--- src/rtl/fifo_burst_reader.sv ---
// fifo_burst_reader: pops bytes from a FIFO and sends them downstream as valid/ready bursts with m_last
module fifo_burst_reader #(
    parameter int DATA_W    = 8,
    parameter int CNT_W     = 7,
    parameter int BURST_LEN = 16,
    parameter int TIMEOUT   = 255,
    parameter int TMO_W     = 8
) (
    input  logic              clk,
    input  logic              rst,
    input  logic              enable,
    input  logic              fifo_empty,
    input  logic [CNT_W-1:0]  fifo_count,
    output logic              fifo_rd_en,
    input  logic [DATA_W-1:0] fifo_dout,
    output logic              m_valid,
    input  logic              m_ready,
    output logic [DATA_W-1:0] m_data,
    output logic              m_last,
    output logic              busy,
    output logic [15:0]       burst_cnt
);
    typedef enum logic [1:0] {IDLE, READ, CAPTURE, SEND} state_t;
    state_t              state_q, state_d;
    logic [TMO_W-1:0]    tmo_cnt_q, tmo_cnt_d;
    logic [CNT_W-1:0]    remaining_q, remaining_d;
    logic [DATA_W-1:0]   m_data_q, m_data_d;
    logic                m_valid_q, m_valid_d;
    logic                m_last_q, m_last_d;
    logic [15:0]         burst_cnt_q, burst_cnt_d;
    logic                full, start;
    assign full  = fifo_count >= CNT_W'(BURST_LEN);
    assign start = enable && (full || tmo_cnt_q == TMO_W'(TIMEOUT));
    always_comb begin
        state_d     = state_q;
        tmo_cnt_d   = tmo_cnt_q;
        remaining_d = remaining_q;
        m_data_d    = m_data_q;
        m_valid_d   = m_valid_q;
        m_last_d    = m_last_q;
        burst_cnt_d = burst_cnt_q;
        case (state_q)
            IDLE: begin
                if (start) begin
                    state_d     = READ;
                    tmo_cnt_d   = '0;
                    remaining_d = full ? CNT_W'(BURST_LEN) : fifo_count;
                end else begin
                    tmo_cnt_d = (!enable || fifo_empty) ? '0 :
                                (tmo_cnt_q != TMO_W'(TIMEOUT)) ? tmo_cnt_q + TMO_W'(1) : tmo_cnt_q;
                end
            end
            READ: state_d = fifo_empty ? READ : CAPTURE;
            CAPTURE: begin
                m_data_d  = fifo_dout;
                m_valid_d = 1'b1;
                m_last_d  = remaining_q == CNT_W'(1);
                state_d   = SEND;
            end
            SEND: begin
                if (m_valid_q && m_ready) begin
                    m_valid_d   = 1'b0;
                    m_last_d    = 1'b0;
                    remaining_d = remaining_q - CNT_W'(1);
                    burst_cnt_d = (remaining_q == CNT_W'(1)) ? burst_cnt_q + 16'd1 : burst_cnt_q;
                    state_d     = (remaining_q == CNT_W'(1)) ? IDLE : READ;
                end
            end
            default: state_d = IDLE;
        endcase
    end
    always_ff @(posedge clk) begin
        if (rst) begin
            state_q     <= IDLE;
            tmo_cnt_q   <= '0;
            remaining_q <= '0;
            m_data_q    <= '0;
            m_valid_q   <= 1'b0;
            m_last_q    <= 1'b0;
            burst_cnt_q <= '0;
        end else begin
            state_q     <= state_d;
            tmo_cnt_q   <= tmo_cnt_d;
            remaining_q <= remaining_d;
            m_data_q    <= m_data_d;
            m_valid_q   <= m_valid_d;
            m_last_q    <= m_last_d;
            burst_cnt_q <= burst_cnt_d;
        end
    end
    assign fifo_rd_en = (state_q == READ) && !fifo_empty;
    assign busy       = state_q != IDLE;
    assign m_valid    = m_valid_q;
    assign m_data     = m_data_q;
    assign m_last     = m_last_q;
    assign burst_cnt  = burst_cnt_q;
endmodule

--- config.mk ---
export PLATFORM = sky130hd
export DESIGN_NAME = fifo_burst_reader
export DESIGN_NICKNAME = d
export VERILOG_FILES = /design/src/rtl/fifo_burst_reader.sv
export SDC_FILE = /design/constraint.sdc
export NUM_CORES = 1
export LEC_CHECK = 0
export ABC_AREA = 1
export CORE_UTILIZATION = 55
export DETAILED_ROUTE_END_ITERATION = 7
export GPL_TIMING_DRIVEN = 0
export PLACE_DENSITY = 0.91
export RECOVER_POWER = 50
export SETUP_SLACK_MARGIN = 0.15
export SLEW_MARGIN = 20
export SYNTH_ARGS = -nofsm -noshare
export SYNTH_HDL_FRONTEND = slang
export SYNTH_SLANG_ARGS = --single-unit
--- constraint.sdc ---
create_clock -name clk -period 2.8 [get_ports clk]
set_input_delay 0.56 -clock clk [delete_from_list [all_inputs] [get_ports clk]]
set_output_delay 0.56 -clock clk [all_outputs]
set_load 0.02 [all_outputs]
Word level (Yosys, flattened, before mapping) --
Index checks and enable logic that the tools add are counted.
Word-level totals: input bits 20, bits in registers 43, output and inout bits 28
Operators by class: muxes and demuxes 15, reduce and logical (&&, ||, !) cells 17, order comparisons 1, equality and inequality tests 8, $add $sub $neg 3
Operators by type and width (number):
- $mux 8 | 3
- $mux 7 | 3
- $add 16x1->16 const B | 1
- $pmux 7 s2 | 1
- $add 8x1->8 const B | 1
- $eq 8x8->1 const B | 1
- $ne 8x8->1 const B | 1
- $pmux 2 s4 | 1
- $eq 7x1->1 const B | 1
- $ge 7x5->1 const B | 1
- $sub 7x1->7 const B | 1
- $mux 2 | 3
- $reduce_and 2->1 | 3
- $reduce_and 3->1 | 2
- $reduce_bool 2->1 | 3
- $eq 2x2->1 const B | 2
- $ne 2x2->1 const B | 2
- $pmux 1 s2 | 2
- $logic_and 1x1->1 | 3
- $reduce_bool 3->1 | 1
- $eq 2x1->1 const B | 1
- $logic_not 1->1 | 2
- $logic_not 2->1 | 1
- $logic_or 1x1->1 | 2
- $mux 1 | 2

Logic depth before layout (Yosys ltp) --
depth after elaboration 5, mapped depth 10, mapped depth without buffers 10

Worst setup path after synthesis --
No wires, ideal clock.
path type input to output, start point in fifo_empty, end point out fifo_rd_en, slack 1.101 ns, stages 1, data required time 2.240 ns, buffers on the path 0, arrival time 1.139 ns, cell sequence nor3_1
Between the ends: longest elaborated chain between the ends 2
Ends and longest elaborated chain:
- start: declaration | line 12 | input logic fifo_empty,
- $logic_not 1->1 | line 91 | assign fifo_rd_en = (state_q == READ) && !fifo_empty;
- $logic_and 1x1->1 | line 91
- end: declaration | line 14 | output logic fifo_rd_en,
Every way passes these cells.

Final worst setup path --
Same ends and word-level chain as after synthesis.

==> impl_metrics.py <==
metrics = {
    "synth": {
        "synth_cell_types": 25,
        "synth-seq-area-share_pct": 36.2,
        "avgSynthCellArea_um2": 6.44,
        "netlist.area_leader.share_pct": 36.2,
        "synth_cells": 369,
        "syn_nets": 393,
        "synth_area_um2": 2380,
        "synth_top_area_cell": "dfxtp_1",
        "synth-seq-cells": 43,
        "synth-warning-count": 0,
        "ys_top_cells_by_area": "dfxtp_1 (36%), nand2_1 (16%), nor2_1 (11%)",
    },
    "clock_tree": {
        "cts_tree": "done",
        "ctsHtreeMaxLevel": 2,
        "post_cts_resized": 0,
        "hold_buffers": 0,
        "clockBufferDepth": 2,
        "clockRootBuffer": "clkbuf_8",
        "postCtsSetupBuffers": 0,
        "cts.sinks": 43,
        "clk_pin_slew_ns": 0.09,
        "insertion_delay_ns": 0.30,
        "cts_made_buffers": 5,
    },
    "sta": {
        "finalMaxSlewViolations": 0,
        "slew_headroom_pct": 49.2,
        "setup_violations": 0,
        "worstMarginPinSlew_ns": 0.756,
        "fin_skew_ns": 0.00274,
        "period_share_pct": 92.7,
        "finalHoldViolCount": 0,
        "rsz0062_at_grt": "false",
        "period_needed_ns": 2.60,
        "max_clock_freq_mhz": 385,
        "fin_tns_setup_ns": 0,
    },
    "finish": {
        "layout-drive-gt1-share_pct": 6.13,
        "layout_commonest_cell": "nand2_1",
        "syn_to_final_growth_pct": 24.9,
        "antenna_cells": 0,
        "final_cell_mix": "nand2_1 (100), nor2_1 (67), clkdlybuf4s50_1 (44)",
        "stdcell_area_um2": 2970,
        "nets": 447,
        "utilization_pct": 72.7,
    },
    "floorplan": {
        "die_y_um": 67.7,
        "dieArea_um2": 4590,
        "initial_core_util_pct": 58.2,
        "pin_count": 48,
        "placementRows": 23,
        "core_um2": 4090,
        "die-width_um": 67.7,
    },
    "worst_hold_path": {
        "worstHoldPathType": "reg -> reg",
    },
    "critical_path": {
        "start_kind": "input port",
        "critPathCaptureType": "primary output",
        "crit_required_ns": 2.24,
        "arrival_ns": 2.04,
        "worstSetupPathType": "in -> out",
        "cp_max_fo": 3,
    },
    "grt": {
        "first_global_vias": 2354,
        "grt_use_total_pct": 27.9,
        "antenna_found_initial": 0,
        "grt_overflow_total": 0,
        "grt_first_pass_wirelength_um": 9720,
        "grt_max_degree": 16,
    },
    "routing": {
        "vias_per_cell": 5.56,
        "vias": 2636,
        "drtPass1Iterations": 5,
        "drc": 0,
        "wl_um": 5970,
        "avgRoutedWirePerCell_um": 12.6,
        "ant_nets": 0,
        "drt_iter0_markers": 185,
    },
    "placed_design": {
        "dpl_cell_area_um2": 2910,
        "post-dp-hpwl_um": 4210,
        "numPortBuffers": 47,
        "gp_congestion": 0.880,
    },
    "power": {
        "p_per_area_nw_per_um2": 433,
        "peakVddDrop_mv": 0.290,
        "p_leak_nw": 1.07,
    },
    "run": {
        "drv_cap": 0,
    },
    "outcome": {
        "outcome": "finished clean",
    },
}
## layer usage
metal | wire, um | global-route usage [%] | up-vias
met5 | 0 | 0 | -
met4 | 125 | 12.2 | 0
met3 | 402 | 5.74 | 18
met2 | 2800 | 47.9 | 113
met1 | 2640 | 33.1 | 1201
li1 | - | - | 1304
## cell families (layout without fill, tap and decap cells)
logic type | after synthesis | after routing | synth area share [%]
DFF | 43 | 43 | 36.2
adders and majority gates | 4 | 4 | 2.11
buffers and inverters | 43 | 98 | 7.26
and+or+nand+nor | 221 | 221 | 40.8
xor gates and xnor gates | 4 | 4 | 1.47
AOI/OAI and AO/OA | 54 | 54 | 12.1
## cells in the mapped netlist
cell      number
nor2_2         3
clkbuf_1       4
inv_2          3
buf_6          1
nor4_4         1
nand2_4        2
a31oi_1        2
inv_1         31
nand4_1       12
nand3_1       26
xnor2_1        1
ha_1           4
o21ai_0       22
nand2_2        6
nand2_1       99
nor2_1        67
a21oi_1       26
a21oi_2        4
clkinv_1       1
nor3_2         1
buf_2          3
dfxtp_1       43
nor3_1         3
nand3_4        1
xor2_1         3
## critical path: stages
cell and delay, ns:
clkdlybuf4s50_1 0.43, nor3_1 0.37, clkdlybuf4s50_1 0.68
## sequential cells by signal, summed over array words and instances (netlist names), named ones only
signal	flops
burst_cnt	16
m_data	8
m_last	1
m_valid	1
remaining_q	7
state_q	1
tmo_cnt_q	8
## worst paths after layout
path / startpoint / to / slack (ns) / cells past startpoint
worst max-delay path: fifo_empty / fifo_rd_en / 0.20 / 3
worst min-delay path: m_data[4]$_SDFFE_PP0P_ / m_data[4]$_SDFFE_PP0P_ / 0.49 / 2
worst max register to register: remaining_q[0]$_SDFFE_PP0P_ / burst_cnt[6]$_SDFFE_PP0P_ / 0.72 / 6
worst min register to register: m_data[4]$_SDFFE_PP0P_ / m_data[4]$_SDFFE_PP0P_ / 0.49 / 2
## area by class of cell
class                   instances  area [um^2]
flip-flops and latches         43          861
well taps                      50         62.6
inverters                      35          131
fillers                       346         1120
plain buffers                   8         32.5
multi-input cells             283         1320
clock buffers                   5         68.8
clock inverters                 3         25.0
repair buffers                 47          470
## through the flow
step	hold slack, ns	setup slack, ns	instances	total power [W]
3_3_place_gp	0.463	0.205	466	0.000874
5_1_grt	0.516	0.163	474	0.00134
3_5_place_dp	0.471	0.174	466	0.000878
6_report	0.487	0.205	474	0.00129
4_1_cts	0.491	0.173	474	0.00129
2_1_floorplan	0.462	1.10	369	0.000789
## report_power, final
part	internal, W	switching, W	total [W]	leakage, nW
registers	0.000634	0.0000161	0.000650	0.348
clock network	0.000179	0.000244	0.000423	0.0443
logic	0.0000885	0.000124	0.000213	0.680
Note: power is estimated with default switching activity, not from simulation.
